--- src/rtl/cordic_act_pkg.sv ---
// Shared constants and state encoding for the CORDIC activation stages.
package cordic_act_pkg;

    localparam int unsigned EXP_W_DEF = 10;
    localparam int unsigned OUT_W_DEF = 8;
    localparam int unsigned Q_W_DEF   = 9;

    localparam int unsigned ONE_Q6    = 64;
    localparam int unsigned DIVIDEND  = 16384;

    typedef enum logic [1:0] {
        IDLE = 2'd0,
        BUSY = 2'd1,
        DONE = 2'd2
    } state_t;

endpackage

--- src/rtl/cordic_sigmoid_div_8bit_div_step.sv ---
// One restoring-division step: shift in a dividend bit, subtract den if it fits.
module restoring_div_step #(
    parameter int unsigned W = 11
) (
    input  logic [W-1:0] rem_in,
    input  logic         d_bit,
    input  logic [W-1:0] den,
    output logic [W-1:0] rem_out,
    output logic         q_bit
);

    logic [W:0] trial;

    always_comb begin
        trial   = {rem_in, d_bit};
        q_bit   = 1'b0;
        rem_out = trial[W-1:0];
        if (trial >= {1'b0, den}) begin
            q_bit   = 1'b1;
            rem_out = W'(trial - {1'b0, den});
        end
    end

endmodule

--- src/rtl/cordic_sigmoid_div_8bit.sv ---
// Logistic sigmoid from e^(-|x|): y = 1/(1+e) via a 9-step restoring divider.
module cordic_sigmoid_div_8bit
    import cordic_act_pkg::*;
#(
    parameter int unsigned EXP_W = EXP_W_DEF,
    parameter int unsigned OUT_W = OUT_W_DEF,
    parameter int unsigned Q_W   = Q_W_DEF
) (
    input  logic             clk,
    input  logic             rst_n,
    input  logic             in_valid,
    output logic             in_ready,
    input  logic [EXP_W-1:0] exp_in,
    input  logic             in_neg,
    output logic             out_valid,
    input  logic             out_ready,
    output logic [OUT_W-1:0] y_out
);

    localparam int unsigned DEN_W = EXP_W + 1;
    localparam int unsigned DVD_W = $clog2(DIVIDEND) + 1;
    localparam int unsigned CNT_W = $clog2(Q_W);

    state_t             state;
    logic [DEN_W-1:0]   den;
    logic [DEN_W-1:0]   rem;
    logic [DEN_W-1:0]   rem_in;
    logic [DEN_W-1:0]   rem_next;
    logic [DVD_W-1:0]   divd;
    logic [CNT_W-1:0]   cnt;
    logic [Q_W-2:0]     quo;
    logic [Q_W-1:0]     q_full;
    logic [Q_W:0]       mirror;
    logic [OUT_W-1:0]   y_res;
    logic               neg;
    logic               d_bit;
    logic               q_bit;

    assign in_ready = (state == IDLE);

    // den >= 64 means the dividend bits above the quotient window can never
    // yield a 1, so the first step folds them straight into the remainder.
    always_comb begin
        rem_in = rem;
        if (cnt == CNT_W'(Q_W - 1)) begin
            rem_in = DEN_W'(divd >> Q_W);
        end
        d_bit = divd[cnt];
    end

    restoring_div_step #(.W(DEN_W)) u_step (
        .rem_in  (rem_in),
        .d_bit   (d_bit),
        .den     (den),
        .rem_out (rem_next),
        .q_bit   (q_bit)
    );

    always_comb begin
        q_full = {quo, q_bit};
        mirror = (Q_W + 1)'(1 << OUT_W) - {1'b0, q_full};
        if (neg) begin
            y_res = mirror[OUT_W-1:0];
        end else if (q_full > Q_W'((1 << OUT_W) - 1)) begin
            y_res = '1;
        end else begin
            y_res = q_full[OUT_W-1:0];
        end
    end

    always_ff @(posedge clk) begin
        if (!rst_n) begin
            state     <= IDLE;
            out_valid <= 1'b0;
            y_out     <= '0;
            cnt       <= '0;
            rem       <= '0;
            den       <= '0;
            neg       <= 1'b0;
            divd      <= '0;
            quo       <= '0;
        end else begin
            case (state)
                IDLE: begin
                    if (in_valid) begin
                        den   <= DEN_W'(ONE_Q6) + DEN_W'(exp_in);
                        neg   <= in_neg;
                        rem   <= '0;
                        divd  <= DVD_W'(DIVIDEND);
                        cnt   <= CNT_W'(Q_W - 1);
                        quo   <= '0;
                        state <= BUSY;
                    end
                end
                BUSY: begin
                    rem <= rem_next;
                    quo <= q_full[Q_W-2:0];
                    cnt <= cnt - 1'b1;
                    if (cnt == '0) begin
                        y_out     <= y_res;
                        out_valid <= 1'b1;
                        state     <= DONE;
                    end
                end
                DONE: begin
                    if (out_ready) begin
                        out_valid <= 1'b0;
                        state     <= IDLE;
                    end
                end
                default: begin
                    out_valid <= 1'b0;
                    state     <= IDLE;
                end
            endcase
        end
    end

endmodule

--- config.mk ---
export PLATFORM = sky130hd
export DESIGN_NAME = cordic_sigmoid_div_8bit
export DESIGN_NICKNAME = d
export VERILOG_FILES = /design/src/rtl/cordic_act_pkg.sv /design/src/rtl/cordic_sigmoid_div_8bit_div_step.sv /design/src/rtl/cordic_sigmoid_div_8bit.sv
export SDC_FILE = /design/constraint.sdc
export NUM_CORES = 1
export LEC_CHECK = 0
export BUFFER_PORTS_ARGS = -buffer_cell sky130_fd_sc_hd__buf_2
export CORE_ASPECT_RATIO = 1.4
export CORE_UTILIZATION = 30
export CTS_CLUSTER_SIZE = 12
export DETAILED_ROUTE_END_ITERATION = 8
export PLACE_DENSITY = 0.54
export SYNTH_ARGS = -nofsm -noshare
export SYNTH_HDL_FRONTEND = slang
export SYNTH_SLANG_ARGS = --single-unit
--- constraint.sdc ---
create_clock -name clk -period 6.1 [get_ports clk]
set_input_delay 0.305 -clock clk [delete_from_list [all_inputs] [get_ports clk]]
set_output_delay 0.305 -clock clk [all_outputs]
set_load 0.02 [all_outputs]
==> results.json <==
{
  "seq_area_frac_synth": 0.341,
  "initial_core_util": 0.307,
  "syn_area_um2": 2760,
  "crit_path_start_kind": "register",
  "dieHeight_um": 115,
  "cts-resized-gates": 0,
  "p_leak_uw": 0.00125,
  "clock_sinks": 47,
  "fp.dieW_um": 83.0,
  "fin_crit_sh": 0.675,
  "yosys_register_bits": 47,
  "routed_via_density": 5.33,
  "power_density_nw_per_um2": 347,
  "timing.rr.start": "cnt[3]",
  "crit_fanout": 17,
  "synth_ff_type": "dfxtp_1",
  "io_pins": 25,
  "tightest_slew_ns": 1.00,
  "place.gp.congestion": 0.842,
  "nets": 389,
  "critPathKind": "register to register",
  "max_slew_margin": 0.332,
  "min-delay-path-class": "primary input to register",
  "synth_cell_types": 53,
  "grt_pass1_wl_um": 11500,
  "rows": 41,
  "status": "finished, final reports clean",
  "detail_route.iter0.violations": 101,
  "synthArstFlopShare": 0,
  "antenna_found_initial": 0,
  "min_period_ns": 4.12,
  "holdPathEnd": "den[6]",
  "crit_required_ns": 6.25,
  "ctsHoldBuffers": 0,
  "syn_nets": 375,
  "clk_path_buf_depth": 2,
  "hold_viol_final": 0,
  "ff2ff_path_depth": 14,
  "r2r-end": "y_out[6]",
  "insertion_delay_ns": 0.29,
  "grt_usage": 0.150,
  "arrival_ns": 4.27,
  "antennaDiodeCount": 0,
  "dp_hpwl_um": 5250,
  "synth_edf_count": 0,
  "fin_skew_ns": 0.00392,
  "routedWlPerCell_um": 14.8,
  "finalSetupTns_ns": 0,
  "finalMaxSlewViolations": 0,
  "cts_tree": "done",
  "maxCapViolations": 0,
  "clk_pin_slew_ns": 0.06,
  "postPlaceCellArea_um2": 2930,
  "drt_pass1_iterations": 4,
  "wl_um": 6890,
  "netlist_instances": 344,
  "rsz0062_at_grt": "no",
  "power_uw": 1070,
  "port_buffers": 24,
  "cts-root-buf": "clkbuf_16",
  "syn2layout_area_growth_pct": 11.5,
  "die_area_um2": 9580,
  "via_count": 2483,
  "peakVddDrop_mv": 0.135,
  "postRouteAntennaNets": 0,
  "htreeDepth": 2,
  "fmax_mhz": 243,
  "grt_max_degree": 32,
  "fp.coreArea_um2": 8980,
  "cts_buffers": 5,
  "syn_area_per_cell_um2": 8.01,
  "drc": 0,
  "post-route-cell-area_um2": 3070,
  "min_path_cells": 2,
  "grt-ovfl-total": 0,
  "drive_gt1_frac": 0.120,
  "ys_warn_count": 0,
  "fin_cells": 466,
  "first_global_vias": 2436,
  "dp.cells": 458,
  "ff2ff_setup_slack_ns": 1.98,
  "final-setup-viol-count": 0,
  "post-route-util": 0.342,
  "min_from": "exp_in[6]",
  "end_kind": "register",
  "postCtsSetupBuffers": 0
}
[Yosys cell counts (5+ instances only)]
master	number	area (µm²)
a211oi_1	7	52.6
dfxtp_1	47	941
nand2_1	29	109
ha_1	15	188
nand3_1	5	25.0
nor2_1	31	116
a22oi_1	10	75.1
xnor2_1	5	43.8
nor2b_1	6	37.5
a21oi_1	28	140
and2_1	9	56.3
clkbuf_1	12	45.0
inv_1	28	105
o21ai_0	24	120
nand4_1	5	31.3
nor3_1	5	25.0
mux2i_1	8	80.1
nand2b_1	5	31.3
[report_power, final]
group | switching [µW] | internal, µW
Clock | 117 | 150
Combinational | 267 | 164
Sequential | 29.1 | 340
Total | 413 | 654
[worst max-delay path, stage by stage, from the launching register on]
cell and delay, ns:
dfxtp_1 0.49, inv_1 0.09, or4_1 0.50, ha_1 0.23, fa_1 0.40, nand2b_1 0.19, a21oi_2 0.21, o21a_1 0.19
or3_1 0.54, clkinv_1 0.41, ha_1 0.31, inv_1 0.07, o21ai_0 0.10, xor2_1 0.17, a21oi_1 0.08
[cells by family (layout without fill, tap and decap cells)]
logic type / Yosys count / after routing / synth area share
muxes: 10 / 10 / 0.0372
AOI/OAI and AO/OA: 104 / 104 / 0.246
DFF: 47 / 47 / 0.341
buffers and inverters: 47 / 62 / 0.0704
xor gates and xnor gates: 9 / 9 / 0.0286
adders and majority gates: 16 / 16 / 0.0754
and+or+nand+nor: 111 / 111 / 0.202
[through the flow]
stage               hold slack, ns  setup slack, ns
detailed placement           0.444             1.96
floorplan                    0.401             2.47
global placement             0.432             2.05
finish                       0.234             1.98
CTS                          0.232             1.97
global route                 0.237             1.53
[placed cells by master, fill, tap and decap left out, drive strengths merged, types with 2 or more instances in the layout]
| master | instances |
|---|---|
| a311oi | 2 |
| inv | 28 |
| and2 | 9 |
| nand2 | 29 |
| o21a | 4 |
| a21oi | 30 |
| nand3b | 2 |
| a31oi | 3 |
| clkbuf | 5 |
| nor2b | 6 |
| buf | 25 |
| nor3 | 6 |
| a22o | 3 |
| o211ai | 2 |
| or3 | 4 |
| nand4 | 5 |
| o21ai | 25 |
| nor2 | 33 |
| a32oi | 2 |
| xnor2 | 5 |
| xor2 | 4 |
| nand3 | 5 |
| a22oi | 10 |
| dfxtp | 47 |
| mux2i | 8 |
| mux2 | 2 |
| o31ai | 4 |
| nor4 | 4 |
| ha | 15 |
| clkinv | 4 |
| nand2b | 5 |
| o21bai | 2 |
| o311a | 2 |
| a211oi | 7 |
[flip-flops by register name (all words and copies together) (netlist names)]
register,flops
cnt,4
out_valid,1
rem,11
y_out,8
quo,8
state,2
den,11
neg,1
divd,1
[routing by layer]
layer  up-vias  share of wire  wire (µm)  global-route usage
met5         -              0          0                   0
met4         0          0.047        326              0.0943
met3        20          0.021        146              0.0249
met2        46           0.50       3470               0.274
met1      1162           0.43       2950               0.163
li1       1255              -          -                   -
[final cells by class]
class | instances | area (µm²)
Tap cell | 107 | 134
Clock inverter | 3 | 15.0
Clock buffer | 5 | 125
Timing Repair Buffer | 25 | 128
Fill cell | 944 | 5900
Inverter | 29 | 109
Multi-Input combinational cell | 250 | 1620
Sequential cell | 47 | 941
[how the worst max path moves through the flow]
stage	slack, ns	end	start	cells past startpoint
final	1.98	y_out[6]	cnt[3]	14
after global routing	1.53	y_out[6]	cnt[3]	14
after detailed placement	1.96	y_out[6]	cnt[3]	14
after CTS	1.97	y_out[6]	cnt[3]	14
after floorplan	2.47	y_out[7]	cnt[0]	17
after global placement	2.05	y_out[6]	cnt[3]	14
(Power assumes the default switching activity.)
